### src/rtl/riscv_pkg.sv
// Shared RV32I front-end definitions.
//   XLEN      : address/data width
//   INST_W    : instruction word width
//   RESET_PC  : fetch PC after reset
//   NOP_INST  : addi x0,x0,0, presented to ID whenever no instruction is buffered
//   if_entry_t: one buffered fetch result {pc, inst}
package riscv_pkg;

    localparam int                  XLEN     = 32;
    localparam int                  INST_W   = 32;
    localparam logic [XLEN-1:0]     RESET_PC = '0;
    localparam logic [INST_W-1:0]   NOP_INST = 32'h0000_0013;

    typedef struct packed {
        logic [XLEN-1:0]   pc;
        logic [INST_W-1:0] inst;
    } if_entry_t;

endpackage

### src/rtl/if_sync_fifo.sv
// Small synchronous circular FIFO with a flush input.
//   clk, rst      : clock, synchronous active-high reset
//   flush         : empty the FIFO at the next edge (wins over push/pop)
//   push, wdata   : write one entry (caller guarantees !full || pop)
//   pop           : drop the head entry (caller guarantees !empty)
//   rdata         : head entry, straight from storage (no path from wdata)
//   empty, full   : derived from the wrap-bit pointers
//   count         : number of stored entries
module if_sync_fifo #(
    parameter int DEPTH = 2,
    parameter int WIDTH = 8
) (
    input  logic                   clk,
    input  logic                   rst,
    input  logic                   flush,
    input  logic                   push,
    input  logic [WIDTH-1:0]       wdata,
    input  logic                   pop,
    output logic [WIDTH-1:0]       rdata,
    output logic                   empty,
    output logic                   full,
    output logic [$clog2(DEPTH):0] count
);

    localparam int AW = $clog2(DEPTH);

    logic [WIDTH-1:0] mem [DEPTH];
    logic [AW:0]      wr_ptr;
    logic [AW:0]      rd_ptr;

    always_ff @(posedge clk) begin
        if (rst || flush) begin
            wr_ptr <= '0;
            rd_ptr <= '0;
        end else begin
            if (push) wr_ptr <= wr_ptr + 1'b1;
            if (pop)  rd_ptr <= rd_ptr + 1'b1;
        end
    end

    // At full occupancy a simultaneous push lands in the slot being popped;
    // the old head is read out this cycle, the new word is written at the edge.
    always_ff @(posedge clk) begin
        if (push && !rst && !flush) mem[wr_ptr[AW-1:0]] <= wdata;
    end

    assign rdata = mem[rd_ptr[AW-1:0]];
    assign empty = (wr_ptr == rd_ptr);
    assign full  = (wr_ptr[AW] != rd_ptr[AW]) && (wr_ptr[AW-1:0] == rd_ptr[AW-1:0]);
    assign count = wr_ptr - rd_ptr;

endmodule

### src/rtl/if_fetch_unit.sv
// RV32I instruction-fetch front end.
// Owns the fetch PC, issues in-order reads to instruction memory and buffers
// returned words (with their PC) for decode. A tag queue remembers the PC of
// every accepted request; responses pop it in order. Requests are credit
// limited so that in-flight requests plus buffered words never exceed DEPTH.
//   clk, rst                      : clock, synchronous active-high reset
//   imem_req_valid/ready, imem_addr : read request channel (imem_addr == pc)
//   imem_rsp_valid, imem_rsp_data : in-order read responses
//   redirect_valid, redirect_pc   : flush and restart fetch at a new target
//   id_ready                      : decode consumes the head this cycle
//   if_valid, if_pc, if_inst      : buffered head entry for decode
//   pc                            : live fetch PC register
module if_fetch_unit #(
    parameter int              XLEN     = riscv_pkg::XLEN,
    parameter logic [XLEN-1:0] RESET_PC = riscv_pkg::RESET_PC,
    parameter int              DEPTH    = 2
) (
    input  logic            clk,
    input  logic            rst,
    output logic            imem_req_valid,
    input  logic            imem_req_ready,
    output logic [XLEN-1:0] imem_addr,
    input  logic            imem_rsp_valid,
    input  logic [31:0]     imem_rsp_data,
    input  logic            redirect_valid,
    input  logic [XLEN-1:0] redirect_pc,
    input  logic            id_ready,
    output logic            if_valid,
    output logic [XLEN-1:0] if_pc,
    output logic [31:0]     if_inst,
    output logic [XLEN-1:0] pc
);

    localparam int              CW      = $clog2(DEPTH) + 1;
    localparam logic [CW:0]     CREDITS = (CW+1)'(DEPTH);

    logic [CW-1:0]        outstanding;
    logic [CW-1:0]        discard;
    logic [CW-1:0]        occupancy;
    logic [CW:0]          committed;
    logic                 issue;
    logic                 rsp_take;
    logic                 rsp_keep;
    logic                 buf_pop;

    logic [XLEN-1:0]      tag_pc;
    logic                 tag_empty;
    logic                 tag_full;
    logic [CW-1:0]        tag_count;

    logic                 buf_empty;
    logic                 buf_full;
    riscv_pkg::if_entry_t wr_entry;
    riscv_pkg::if_entry_t head;

    // A word popped by ID this cycle frees its slot immediately, which is what
    // lets a DEPTH=2 buffer sustain one instruction per cycle.
    assign buf_pop   = if_valid && id_ready && !redirect_valid;
    assign committed = {1'b0, outstanding} + {1'b0, occupancy} - {{CW{1'b0}}, buf_pop};

    assign imem_req_valid = !rst && !redirect_valid && (committed < CREDITS);
    assign imem_addr      = pc;
    assign issue          = imem_req_valid && imem_req_ready;

    // Responses with nothing outstanding are a protocol error and are ignored.
    assign rsp_take = imem_rsp_valid && (outstanding != '0);
    // A response in a redirect cycle, or one owed to a pre-redirect request,
    // is consumed (tag popped) but never reaches the buffer.
    assign rsp_keep = rsp_take && !redirect_valid && (discard == '0);

    assign wr_entry.pc   = tag_pc;
    assign wr_entry.inst = imem_rsp_data;

    always_ff @(posedge clk) begin
        if (rst) begin
            pc          <= RESET_PC;
            outstanding <= '0;
            discard     <= '0;
        end else begin
            outstanding <= outstanding + CW'(issue) - CW'(rsp_take);
            if (redirect_valid) begin
                pc      <= {redirect_pc[XLEN-1:2], 2'b00};
                // Every request still in flight after this edge belongs to the
                // old path; back-to-back redirects recompute from the same count.
                discard <= outstanding - CW'(rsp_take);
            end else begin
                if (issue) pc <= pc + XLEN'(4);
                if (rsp_take && (discard != '0)) discard <= discard - 1'b1;
            end
        end
    end

    // PCs of accepted requests, popped in order by responses. Not flushed on
    // redirect: stale responses still need their tag popped.
    if_sync_fifo #(
        .DEPTH (DEPTH),
        .WIDTH (XLEN)
    ) u_tag_q (
        .clk   (clk),
        .rst   (rst),
        .flush (1'b0),
        .push  (issue),
        .wdata (pc),
        .pop   (rsp_take),
        .rdata (tag_pc),
        .empty (tag_empty),
        .full  (tag_full),
        .count (tag_count)
    );

    if_sync_fifo #(
        .DEPTH ($bits(riscv_pkg::if_entry_t) > 0 ? DEPTH : DEPTH),
        .WIDTH ($bits(riscv_pkg::if_entry_t))
    ) u_ibuf (
        .clk   (clk),
        .rst   (rst),
        .flush (redirect_valid),
        .push  (rsp_keep),
        .wdata (wr_entry),
        .pop   (buf_pop),
        .rdata (head),
        .empty (buf_empty),
        .full  (buf_full),
        .count (occupancy)
    );

    assign if_valid = !buf_empty;
    assign if_pc    = buf_empty ? '0 : head.pc;
    assign if_inst  = buf_empty ? riscv_pkg::NOP_INST : head.inst;

    a_rsp_without_req: assert property (@(posedge clk) disable iff (rst)
        imem_rsp_valid |-> (outstanding != '0));
    a_tag_count: assert property (@(posedge clk) disable iff (rst)
        (tag_count == outstanding) && (tag_empty == (outstanding == '0)));
    a_tag_overflow: assert property (@(posedge clk) disable iff (rst)
        !(tag_full && issue));
    a_buf_overflow: assert property (@(posedge clk) disable iff (rst)
        !(buf_full && rsp_keep && !buf_pop));

endmodule

### config.mk
export PLATFORM = sky130hd
export DESIGN_NAME = if_fetch_unit
export DESIGN_NICKNAME = d
export VERILOG_FILES = /design/src/rtl/riscv_pkg.sv /design/src/rtl/if_sync_fifo.sv /design/src/rtl/if_fetch_unit.sv
export SDC_FILE = /design/constraint.sdc
export NUM_CORES = 1
export LEC_CHECK = 0
export CORE_MARGIN = 2
export CORE_UTILIZATION = 45
export CTS_BUF_LIST = sky130_fd_sc_hd__clkbuf_8
export DETAILED_ROUTE_END_ITERATION = 8
export GPL_ROUTABILITY_DRIVEN = 0
export PLACE_DENSITY = 0.72
export SETUP_SLACK_MARGIN = 0.05
export SLEW_MARGIN = 20
export SYNTH_ARGS = -nofsm -noshare
export SYNTH_HDL_FRONTEND = slang
export SYNTH_SLANG_ARGS = --single-unit
export TNS_END_PERCENT = 1
### constraint.sdc
create_clock -name clk -period 8.75 [get_ports clk]
set_input_delay 1.3125 -clock clk [delete_from_list [all_inputs] [get_ports clk]]
set_output_delay 1.3125 -clock clk [all_outputs]
set_load 0.05 [all_outputs]
==> flow_metrics.tcl <==
set metrics [dict create \
    hold_class "reg2reg" \
    route.top_layer_used "met4" \
    initial_utilization_pct 45.6 \
    yosys.area.top_type_share_pct 58.0 \
    dieArea_um2 22300 \
    max-clock-path-buffers 3 \
    synth.top_cells.by_area "sky130_fd_sc_hd__edfxtp_1, sky130_fd_sc_hd__dfxtp_1, sky130_fd_sc_hd__mux2i_1" \
    reg2regPathDepth 11 \
    buffer_ports.inserted 191 \
    grt_start_max_net_pins 63 \
    core_area_um2 20900 \
    dp_worst_setup_slack_ps 3090 \
    start_kind "input pin" \
    synth_top_area_cell "sky130_fd_sc_hd__edfxtp_1" \
    most-common-layout-cells "sky130_fd_sc_hd__clkdlybuf4s50_1, sky130_fd_sc_hd__edfxtp_1, sky130_fd_sc_hd__nor2_1" \
    leakage_nw 4.04 \
    layout.cell_area.non_filler_um2 12200 \
    synthesis.instances 697 \
    wl_met1_um 8930 \
    path_max_fanout 45 \
    hold_end "u_tag_q.rd_ptr[0]$_SDFFE_PP0P_" \
    postLayoutSetupSlackWorst_ps 3080 \
    total_of_cells_resized_after_clock_tree_synthesis 0 \
    drt.antenna.violating_nets 0 \
    fin_crit_ps 5670 \
    num_rows 53 \
    mostFrequentLayoutCell "sky130_fd_sc_hd__clkdlybuf4s50_1" \
    cts.root.buffer_cell "sky130_fd_sc_hd__clkbuf_8" \
    post-cts-setup-buffer-count 0 \
    dpl.hpwl_um 12900 \
    netlist_cell_types 53 \
    hold_viol_final 0 \
    whs_path_depth 2 \
    postPlaceCellArea_um2 11500 \
    tritoncts_num_sinks 226 \
    num_antenna_cells 0 \
    design.portCount 200 \
    unrepaired_setup_endpoints_after_global_routing "false" \
    critical_path.endpoint_type "output pin" \
    globalRouteTotalUtil_pct 18.2 \
    cap_violations 0 \
    globalRoute.totalOverflow 0 \
    type_of_the_setup_path_with_the_least_slack "in2out" \
    ys_seq_area_share_pct 66.9 \
    max_slew_vio_count 0 \
    drive_gt1_share_pct 11.4 \
    grt_pass1_vias 5678 \
    wl_met3_um 1360 \
    run_status "completed" \
    worstReg2RegEnd "u_tag_q.mem[0][3]$_DFFE_PP_" \
    synth_enable_flop_cells 184 \
    clk-insertion-delay-late_ps 530 \
    mapped_avg_cell_area_um2 13.7 \
    synth.ff_latch_count 226 \
    worst_r2r_startpoint "u_ibuf.wr_ptr[0]$_SDFFE_PP0P_" \
    number_of_vias_in_the_routed_layout 5960 \
    synthFlopType "sky130_fd_sc_hd__edfxtp_1" \
    die_width_um 149 \
    die-height_um 149 \
    fin_nets 951 \
    worst_setup_hold_path_clk_slew_ps 60 \
    finalCritPeriodShare_pct 64.7 \
    mappedNetlistArea_um2 9520 \
    worst_ep_required_time_ps 7440 \
    drt-total-wl_um 20800 \
    setup_total_negative_slack_ps 0 \
    async_flop_share_pct 0 \
    timing.final.setup_violations 0 \
    ys.warnings.count 0 \
    flow.area_growth_from_synthesis_pct 28.0 \
    max_freq_mhz 177 \
    clock_skew_ps 21.0 \
    first_pass_iters 5 \
    peakVddDrop_uv 116 \
    cts.htree.levels 2 \
    routed-wl-met2_um 10000 \
    cts_hold_buffers 0 \
    reg2reg_setup_slack_ps 4450 \
    power_per_cell_area_nw_per_um2 226 \
    drtIter0Drc 494 \
    hp-start "u_tag_q.rd_ptr[0]$_SDFFE_PP0P_" \
    antenna_found_initial 0 \
    grt_pass1_wl_um 31200 \
    tritoncts_clock_tree "yes" \
    max_slew_margin_pct 32.2 \
    critical_path_at_ps 4350 \
    cts_buf_count 37 \
    drt_drc_violations_left 0 \
    avgRoutedWirePerCell_um 17.7 \
    vias_per_cell 5.07 \
    worst-slew-pin-transition_ps 1020 \
]
[cell type report]
type | instances | area, um2
multi-input combinational | 393 | 2740
inverter | 13 | 48.8
clock buffer | 43 | 592
timing repair buffer | 201 | 1990
sequential | 226 | 6370
fill | 1740 | 8700
clock inverter | 24 | 101
tap | 275 | 344
[cells in the mapped netlist, drive strengths merged, types with 6 or more instances]
cell type  count
dfxtp         42
nand4         10
and2           8
xnor2         11
mux2          32
nor2          91
inv           13
a31oi          6
o21ai         12
buf           41
or3            6
mux2i         66
nand3         20
a22oi          8
ha             8
clkbuf        29
a21oi         12
nand2         30
nor2b          9
xor2           9
edfxtp       184
[cell families (layout without fill, tap and decap cells)]
logic type	after synthesis	after routing	synth area share, %
other	1	6	0.0394
AOI/OAI and AO/OA	57	57	3.85
muxes	98	98	10.7
xor gates and xnor gates	20	20	1.84
adders and majority gates	9	9	1.26
and+or+nand+nor	203	203	10.7
buffers and inverters	83	281	4.74
DFF	226	226	66.9
[stage by stage]
stage	total power [mW]	hold WS (ps)	utilization [%]	instances
finish	2.75	518	58.3	1175
global route	2.87	578	58.3	1175
CTS	2.78	525	58.3	1175
detailed placement	1.92	510	55.0	1108
global placement	1.91	510	55.0	1108
floorplan	1.74	481	-	702
[critical path: stages]
cell	delay (ps)
sky130_fd_sc_hd__clkdlybuf4s50_1	390
sky130_fd_sc_hd__buf_4	270
sky130_fd_sc_hd__nor3b_1	370
sky130_fd_sc_hd__ha_1	290
sky130_fd_sc_hd__nand2b_1	150
sky130_fd_sc_hd__fa_1	380
sky130_fd_sc_hd__xnor2_1	190
sky130_fd_sc_hd__nor2_1	150
sky130_fd_sc_hd__clkdlybuf4s50_1	820
[per-layer routing]
layer	GRT usage (%)	up-vias
li1	-	2863
met1	23.8	2862
met2	30.0	196
met3	3.96	39
met4	6.48	0
met5	0	-
[how the worst max path moves through the flow]
stage / startpoint / endpoint / slack [ps] / cells after the start
CTS: redirect_valid / imem_req_valid / 3080 / 9
global placement: redirect_valid / imem_req_valid / 3100 / 9
global route: redirect_valid / imem_req_valid / 2880 / 9
detailed placement: redirect_valid / imem_req_valid / 3090 / 9
floorplan: redirect_valid / u_ibuf.mem[0][0]$_DFFE_PP_ / 1980 / 4
finish: redirect_valid / imem_req_valid / 3080 / 9
[flip-flops by register name, indices dropped and copies added (netlist names), named ones only]
| register | flops |
|---|---|
| u_tag_q.mem | 60 |
| u_ibuf.rd_ptr | 2 |
| u_tag_q.rd_ptr | 1 |
| imem_addr | 30 |
| discard | 2 |
| u_ibuf.wr_ptr | 2 |
| outstanding | 2 |
| u_tag_q.wr_ptr | 1 |
| u_ibuf.mem | 124 |
[report_power, final]
part,internal [mW],switching (mW)
Clock,0.448,0.403
Combinational,0.219,0.367
Sequential,1.26,0.0504
Total,1.93,0.821
Note: power is estimated with default switching activity, not from simulation.
